<file path="src/rtl/nap_timer_ctrl.sv">
// Nap timer controller: owns the six-digit BCD HH:MM:SS register and sequences set/normalize/run/alarm.
// Latency: every output is registered and updates on the edge that samples the input strobe.
// Backpressure: none; strobes arriving while busy (NORM) are dropped, never queued.
module nap_timer_ctrl #(
  parameter int ALARM_TICKS = 10
) (
  input  logic       clock,
  input  logic       reset,
  input  logic [9:0] keypad,
  input  logic       sharp,
  input  logic       star,
  input  logic       tick,
  output logic [3:0] hour10,
  output logic [3:0] hour1,
  output logic [3:0] minute10,
  output logic [3:0] minute1,
  output logic [3:0] second10,
  output logic [3:0] second1,
  output logic [2:0] state,
  output logic       busy,
  output logic       alarm
);

  localparam logic [2:0] S_IDLE  = 3'd0;
  localparam logic [2:0] S_SET   = 3'd1;
  localparam logic [2:0] S_NORM  = 3'd2;
  localparam logic [2:0] S_RUN   = 3'd3;
  localparam logic [2:0] S_PAUSE = 3'd4;
  localparam logic [2:0] S_ALARM = 3'd5;

  localparam logic [7:0] ALARM_LIMIT = 8'(ALARM_TICKS);

  logic [2:0] state_q, state_d;
  logic       busy_q, busy_d;
  logic       alarm_q, alarm_d;
  logic [7:0] cnt_q, cnt_d;
  logic [3:0] h10_q, h1_q, m10_q, m1_q, s10_q, s1_q;
  logic [3:0] h10_d, h1_d, m10_d, m1_d, s10_d, s1_d;

  // Keypad decode results
  logic       key_vld;
  logic [3:0] key_idx;
  logic       key_add;

  // Decrement-by-one-second results
  logic [3:0] dh10, dh1, dm10, dm1, ds10, ds1;
  logic       bor1, bor2, bor3, bor4, bor5;
  logic       dec_zero;

  // One normalizer step results
  logic [3:0] nh10, nh1, nm10, nm1, ns10, ns1;
  logic       norm_done;

  logic       time_zero;
  logic [7:0] cnt_inc;

  assign time_zero = (h10_q == 4'd0) && (h1_q == 4'd0) && (m10_q == 4'd0) &&
                     (m1_q == 4'd0) && (s10_q == 4'd0) && (s1_q == 4'd0);
  assign cnt_inc   = cnt_q + 8'd1;
  assign key_add   = key_vld && ((key_idx == 4'd1) || (key_idx == 4'd2) || (key_idx == 4'd3));

  // A key counts only when exactly one keypad bit is set; report its index
  always_comb begin
    key_vld = (keypad != 10'd0) && ((keypad & (keypad - 10'd1)) == 10'd0);
    key_idx = 4'd0;
    for (int i = 0; i < 10; i++) begin
      if (keypad[i]) key_idx = 4'(i);
    end
  end

  // Subtract one second with a full BCD borrow chain (caller guarantees time != 0)
  always_comb begin
    bor1 = (s1_q == 4'd0);
    ds1  = bor1 ? 4'd9 : s1_q - 4'd1;
    bor2 = bor1 && (s10_q == 4'd0);
    ds10 = bor1 ? ((s10_q == 4'd0) ? 4'd5 : s10_q - 4'd1) : s10_q;
    bor3 = bor2 && (m1_q == 4'd0);
    dm1  = bor2 ? ((m1_q == 4'd0) ? 4'd9 : m1_q - 4'd1) : m1_q;
    bor4 = bor3 && (m10_q == 4'd0);
    dm10 = bor3 ? ((m10_q == 4'd0) ? 4'd5 : m10_q - 4'd1) : m10_q;
    bor5 = bor4 && (h1_q == 4'd0);
    dh1  = bor4 ? ((h1_q == 4'd0) ? 4'd9 : h1_q - 4'd1) : h1_q;
    dh10 = bor5 ? ((h10_q == 4'd0) ? 4'd9 : h10_q - 4'd1) : h10_q;
    dec_zero = (dh10 == 4'd0) && (dh1 == 4'd0) && (dm10 == 4'd0) &&
               (dm1 == 4'd0) && (ds10 == 4'd0) && (ds1 == 4'd0);
  end

  // Fix the lowest out-of-range digit; done once the fixed value is fully in range
  always_comb begin
    nh10 = h10_q;
    nh1  = h1_q;
    nm10 = m10_q;
    nm1  = m1_q;
    ns10 = s10_q;
    ns1  = s1_q;
    if (s1_q > 4'd9) begin
      ns1  = s1_q - 4'd10;
      ns10 = s10_q + 4'd1;
    end else if (s10_q > 4'd5) begin
      ns10 = s10_q - 4'd6;
      nm1  = m1_q + 4'd1;
    end else if (m1_q > 4'd9) begin
      nm1  = m1_q - 4'd10;
      nm10 = m10_q + 4'd1;
    end else if (m10_q > 4'd5) begin
      nm10 = m10_q - 4'd6;
      nh1  = h1_q + 4'd1;
    end else if (h1_q > 4'd9) begin
      nh1  = h1_q - 4'd10;
      nh10 = h10_q + 4'd1;
    end else if (h10_q > 4'd9) begin
      // Hour tens overflow: clamp to the largest displayable time
      nh10 = 4'd9;
      nh1  = 4'd9;
      nm10 = 4'd5;
      nm1  = 4'd9;
      ns10 = 4'd5;
      ns1  = 4'd9;
    end
    norm_done = (nh10 <= 4'd9) && (nh1 <= 4'd9) && (nm10 <= 4'd5) &&
                (nm1 <= 4'd9) && (ns10 <= 4'd5) && (ns1 <= 4'd9);
  end

  // State register
  always_ff @(posedge clock or posedge reset) begin
    if (reset) state_q <= S_IDLE;
    else       state_q <= state_d;
  end

  // Next-state selection, priority star > sharp > keypad > tick
  always_comb begin
    state_d = state_q;
    case (state_q)
      S_IDLE:  if (star) state_d = S_SET;
      S_SET: begin
        if (star)         state_d = S_IDLE;
        else if (sharp) begin
          if (!time_zero) state_d = S_RUN;
        end
        else if (key_add) state_d = S_NORM;
      end
      S_NORM:  if (norm_done) state_d = S_SET;
      S_RUN: begin
        if (star)                  state_d = S_IDLE;
        else if (sharp)            state_d = S_PAUSE;
        else if (tick && dec_zero) state_d = S_ALARM;
      end
      S_PAUSE: begin
        if (star)       state_d = S_IDLE;
        else if (sharp) state_d = S_RUN;
      end
      S_ALARM: begin
        if (star || sharp || key_vld)            state_d = S_IDLE;
        else if (tick && (cnt_inc == ALARM_LIMIT)) state_d = S_IDLE;
      end
      default: state_d = S_IDLE;
    endcase
  end

  // Status flags follow the upcoming state so they line up with the state output
  always_comb begin
    busy_d  = (state_d == S_NORM);
    alarm_d = (state_d == S_ALARM);
  end

  // Status flag registers
  always_ff @(posedge clock or posedge reset) begin
    if (reset) begin
      busy_q  <= 1'b0;
      alarm_q <= 1'b0;
    end else begin
      busy_q  <= busy_d;
      alarm_q <= alarm_d;
    end
  end

  // Time register and alarm counter updates for the current state and inputs
  always_comb begin
    logic clr;
    clr   = 1'b0;
    h10_d = h10_q;
    h1_d  = h1_q;
    m10_d = m10_q;
    m1_d  = m1_q;
    s10_d = s10_q;
    s1_d  = s1_q;
    cnt_d = cnt_q;
    case (state_q)
      S_IDLE: clr = 1'b1;
      S_SET: begin
        if (star) clr = 1'b1;
        else if (!sharp && key_vld) begin
          case (key_idx)
            4'd0:    clr   = 1'b1;
            4'd1:    s1_d  = s1_q + 4'd5;
            4'd2:    s10_d = s10_q + 4'd3;
            4'd3:    m1_d  = m1_q + 4'd1;
            default: ;
          endcase
        end
      end
      S_NORM: begin
        h10_d = nh10;
        h1_d  = nh1;
        m10_d = nm10;
        m1_d  = nm1;
        s10_d = ns10;
        s1_d  = ns1;
      end
      S_RUN: begin
        if (star) clr = 1'b1;
        else if (!sharp && tick) begin
          h10_d = dh10;
          h1_d  = dh1;
          m10_d = dm10;
          m1_d  = dm1;
          s10_d = ds10;
          s1_d  = ds1;
          if (dec_zero) cnt_d = 8'd0;
        end
      end
      S_PAUSE: if (star) clr = 1'b1;
      S_ALARM: if (!(star || sharp || key_vld) && tick) cnt_d = cnt_inc;
      default: clr = 1'b1;
    endcase
    if (clr) begin
      h10_d = 4'd0;
      h1_d  = 4'd0;
      m10_d = 4'd0;
      m1_d  = 4'd0;
      s10_d = 4'd0;
      s1_d  = 4'd0;
    end
  end

  // Time register and alarm counter storage
  always_ff @(posedge clock or posedge reset) begin
    if (reset) begin
      h10_q <= 4'd0;
      h1_q  <= 4'd0;
      m10_q <= 4'd0;
      m1_q  <= 4'd0;
      s10_q <= 4'd0;
      s1_q  <= 4'd0;
      cnt_q <= 8'd0;
    end else begin
      h10_q <= h10_d;
      h1_q  <= h1_d;
      m10_q <= m10_d;
      m1_q  <= m1_d;
      s10_q <= s10_d;
      s1_q  <= s1_d;
      cnt_q <= cnt_d;
    end
  end

  assign hour10   = h10_q;
  assign hour1    = h1_q;
  assign minute10 = m10_q;
  assign minute1  = m1_q;
  assign second10 = s10_q;
  assign second1  = s1_q;
  assign state    = state_q;
  assign busy     = busy_q;
  assign alarm    = alarm_q;

endmodule
</file>
<file path="config.mk">
export PLATFORM = sky130hd
export DESIGN_NAME = nap_timer_ctrl
export DESIGN_NICKNAME = d
export VERILOG_FILES = /design/src/rtl/nap_timer_ctrl.sv
export SDC_FILE = /design/constraint.sdc
export NUM_CORES = 1
export LEC_CHECK = 0
export ABC_AREA = 1
export CORE_MARGIN = 3
export CORE_UTILIZATION = 55
export CTS_BUF_LIST = sky130_fd_sc_hd__clkbuf_8
export DETAILED_ROUTE_END_ITERATION = 6
export GPL_TIMING_DRIVEN = 0
export PLACE_DENSITY_LB_ADDON = 0.12
export SYNTH_ARGS = -nofsm -noshare
export SYNTH_HDL_FRONTEND = slang
export SYNTH_SLANG_ARGS = --single-unit
</file>
<file path="constraint.sdc">
create_clock -name clock -period 2.9 [get_ports clock]
set_input_delay 0.435 -clock clock [delete_from_list [all_inputs] [get_ports clock]]
set_output_delay 0.435 -clock clock [all_outputs]
set_load 0.01 [all_outputs]
</file>
==> run metrics <==
status=completed; Synth Area in XOR/XNOR=2.55%; Hold/Removal Path Class=register to register; Max Slew Vio Count=0; Commonest cells post-synth=nand2_1, nor2_1, inv_1, nand3_1, ha_1; number of synthesized flops with an enable pin=0; Slew @ Worst Pin=around 0.81 ns; largest family of logic cells by synthesized area=simple AND/OR/NAND/NOR gates; gate count of the mapped netlist=778; Post-Synth Adder-Cell Area=10.9%; total of max-cap violations=0; clk_skew=0.0114 ns; Synth area leader=dfrtp_1; Hold Buf Count CTS=0; Max rail drop VDD=between 0.0004 and 0.0005 V; maximum fanout along the worst path=10; synthesized area=between 4000 and 5000 um^2; P&R area growth vs syn=14.8%; die height=99.5 um; # rows=33; FMAX=0.371 GHz; Placed Area=5360 um^2; GR Overflow Total=0; Final ANT Viol Nets=0; DR vias/cell=5.77; Total Routed Length=14200 um; non-filler cells, final=933; syn_area_per_cell=a little over 6 um^2; CTS root buffer=clkbuf_8; core area=8340 um^2; Fin. Hold Viols=0; Synth Area in Compound Gates=~14%; fill count=777; Post-synth ARST share=100%; synth top area cells=dfrtp_1, nand2_1, ha_1; clock period minus worst slack=~2.7 ns; first-pass GRT wire length=23600 um; RSZ-0062 raised after global routing=no; pwr dens=1040 nW/um^2; cts bufs inserted=5; Critical Path End Type=register; #FFs+latches synth=37; post-synthesis cell type count=44; post-synthesis mux area share=0%; Clock Latency Late Sink=~0.3 ns; hpwl dp=10900 um; die width=99.5 um; Routability Congestion=slightly above 0.9; pin count of the biggest net entering global routing=38; post-synth top area share=19.3%; io pins=44; TNS Setup=0 ns; Worst-path clk slew=0.08 ns; CTS tree=built; WS Path Type=register to register; fin area=between 5000 and 6000 um^2; layout cells sized above 1=between 10% and 20%; Inst Count DP=925; CP required=3.08 ns; Final #Nets=885; drt drc=0; leakage=between 2 and 3 nW; Main synth FF type=dfrtp_1; max_slew headroom=45.9%; Detailed Route Iter0 Violations=~400; Port Buf Inserts=42; CP arrival=between 2 and 3 ns; via count=5383; total power=5.74 mW; post-synthesis sequential area ratio=19.3%; Synth Net Count=between 800 and 900; worst-case clock buffer depth=2; Tcrit/Tclk final=just over 90%; vias in the first global route=4970; Pre-antenna DRT Iters=5; GR Util All Layers=28.9%; Starting Density=between 50% and 60%; total clock sinks=37; Worst setup SP type=register; top-count cell post-synth=nand2_1; Die ar.=9900 um^2; CTS H-Tree Depth=2; initial antenna violation count=0; setup violators final=0; ant diodes=0; yosys warns=0; WL per Instance=15.2 um; Synth Area in Simple Gates=43.4%
-- power breakdown --
part	switching, mW	internal (mW)	leakage, nW
registers	0.267	0.693	0.477
clock network	0.194	0.188	0.0433
logic	2.85	1.54	2.21
-- stage by stage --
step / util, % / worst slack (ns) / hold slack (ns)
finish: 66.2 / 0.205 / 0.534
global route: 66.2 / 0.00540 / 0.579
CTS: 65.4 / 0.00848 / 0.534
detailed placement: 64.3 / 0.0168 / 0.515
global placement: 64.3 / 0.0275 / 0.497
floorplan: - / 0.575 / 0.482
-- path summary, 6_finish.rpt --
kind / slack (ns) / start / cells past startpoint / end
max reg2reg: 0.21 / second1[1] / 16 / cnt_q[5]
min in group asynchronous: 0.61 / reset / 2 / second1[3]
max: 0.21 / second1[1] / 16 / cnt_q[5]
min: 0.53 / cnt_q[7] / 2 / cnt_q[7]
min reg2reg: 0.53 / cnt_q[7] / 2 / cnt_q[7]
max in group asynchronous: 1.71 / reset / 2 / hour10[0]
-- layout make-up --
type | count | area (um^2) | share of cell area, %
Multi-Input combinational cell | 636 | 3480 | 63.0
Sequential cell | 37 | 935 | 16.9
Buffer | 17 | 113 | 2.04
Tap cell | 105 | 131 | 2.38
Inverter | 88 | 347 | 6.28
Clock buffer | 6 | 82.6 | 1.50
Timing Repair Buffer | 43 | 428 | 7.75
Clock inverter | 1 | 7.51 | 0.136
-- kinds of logic (layout without fill, tap and decap cells) --
kind of cell	after synthesis	after routing
adder cells (fa/ha/maj)	42	42
flip-flops	37	37
AND/OR/NAND/NOR	464	464
AO/OA/AOI/OAI	116	116
XOR/XNOR	14	14
buffers and inverters	105	155
-- per-layer routing --
metal | share of wire [%] | up-vias | global-route usage [%]
li1 | - | 2639 | -
met1 | 44 | 2473 | 40.0
met2 | 46 | 245 | 47.1
met3 | 8.6 | 26 | 3.58
met4 | 1.9 | 0 | 8.82
met5 | 0 | - | 0
-- state kept, by name, indices dropped and copies added, names as in the netlist --
name      cells
second1       4
second10      4
busy          1
cnt_q         8
hour1         4
hour10        4
alarm         1
minute1       4
minute10      4
state         3
-- what timing repair did --
item / CTS / global route
resized for setup: 0 / 26
setup buffers: 0 / 1
setup endpoints to repair: 0 / 21
-- layout by cell type (no fill, tap or decap), types with 16 or more instances in the layout --
master	count
dfrtp_1	30
clkdlybuf4s50_1	42
nor2_1	113
a21oi_1	27
ha_1	41
nand3_1	66
nand2_1	220
inv_2	16
inv_1	70
o21ai_0	36
-- worst max-delay path, cell delays in order (launching register included) --
cell and delay [ns]:
dfrtp_2 0.46, inv_1 0.22, ha_4 0.23, nand3_4 0.15
nor2_8 0.20, buf_8 0.16, nand3_1 0.07, nand2_1 0.07
nand2_1 0.09, nor2_1 0.12, nand3_1 0.12, nor2_1 0.16
nand3_1 0.14, nand2_2 0.12, nand2_4 0.10, clkinv_8 0.10
o21ai_1 0.07
Note: power is estimated with default switching activity, not from simulation.
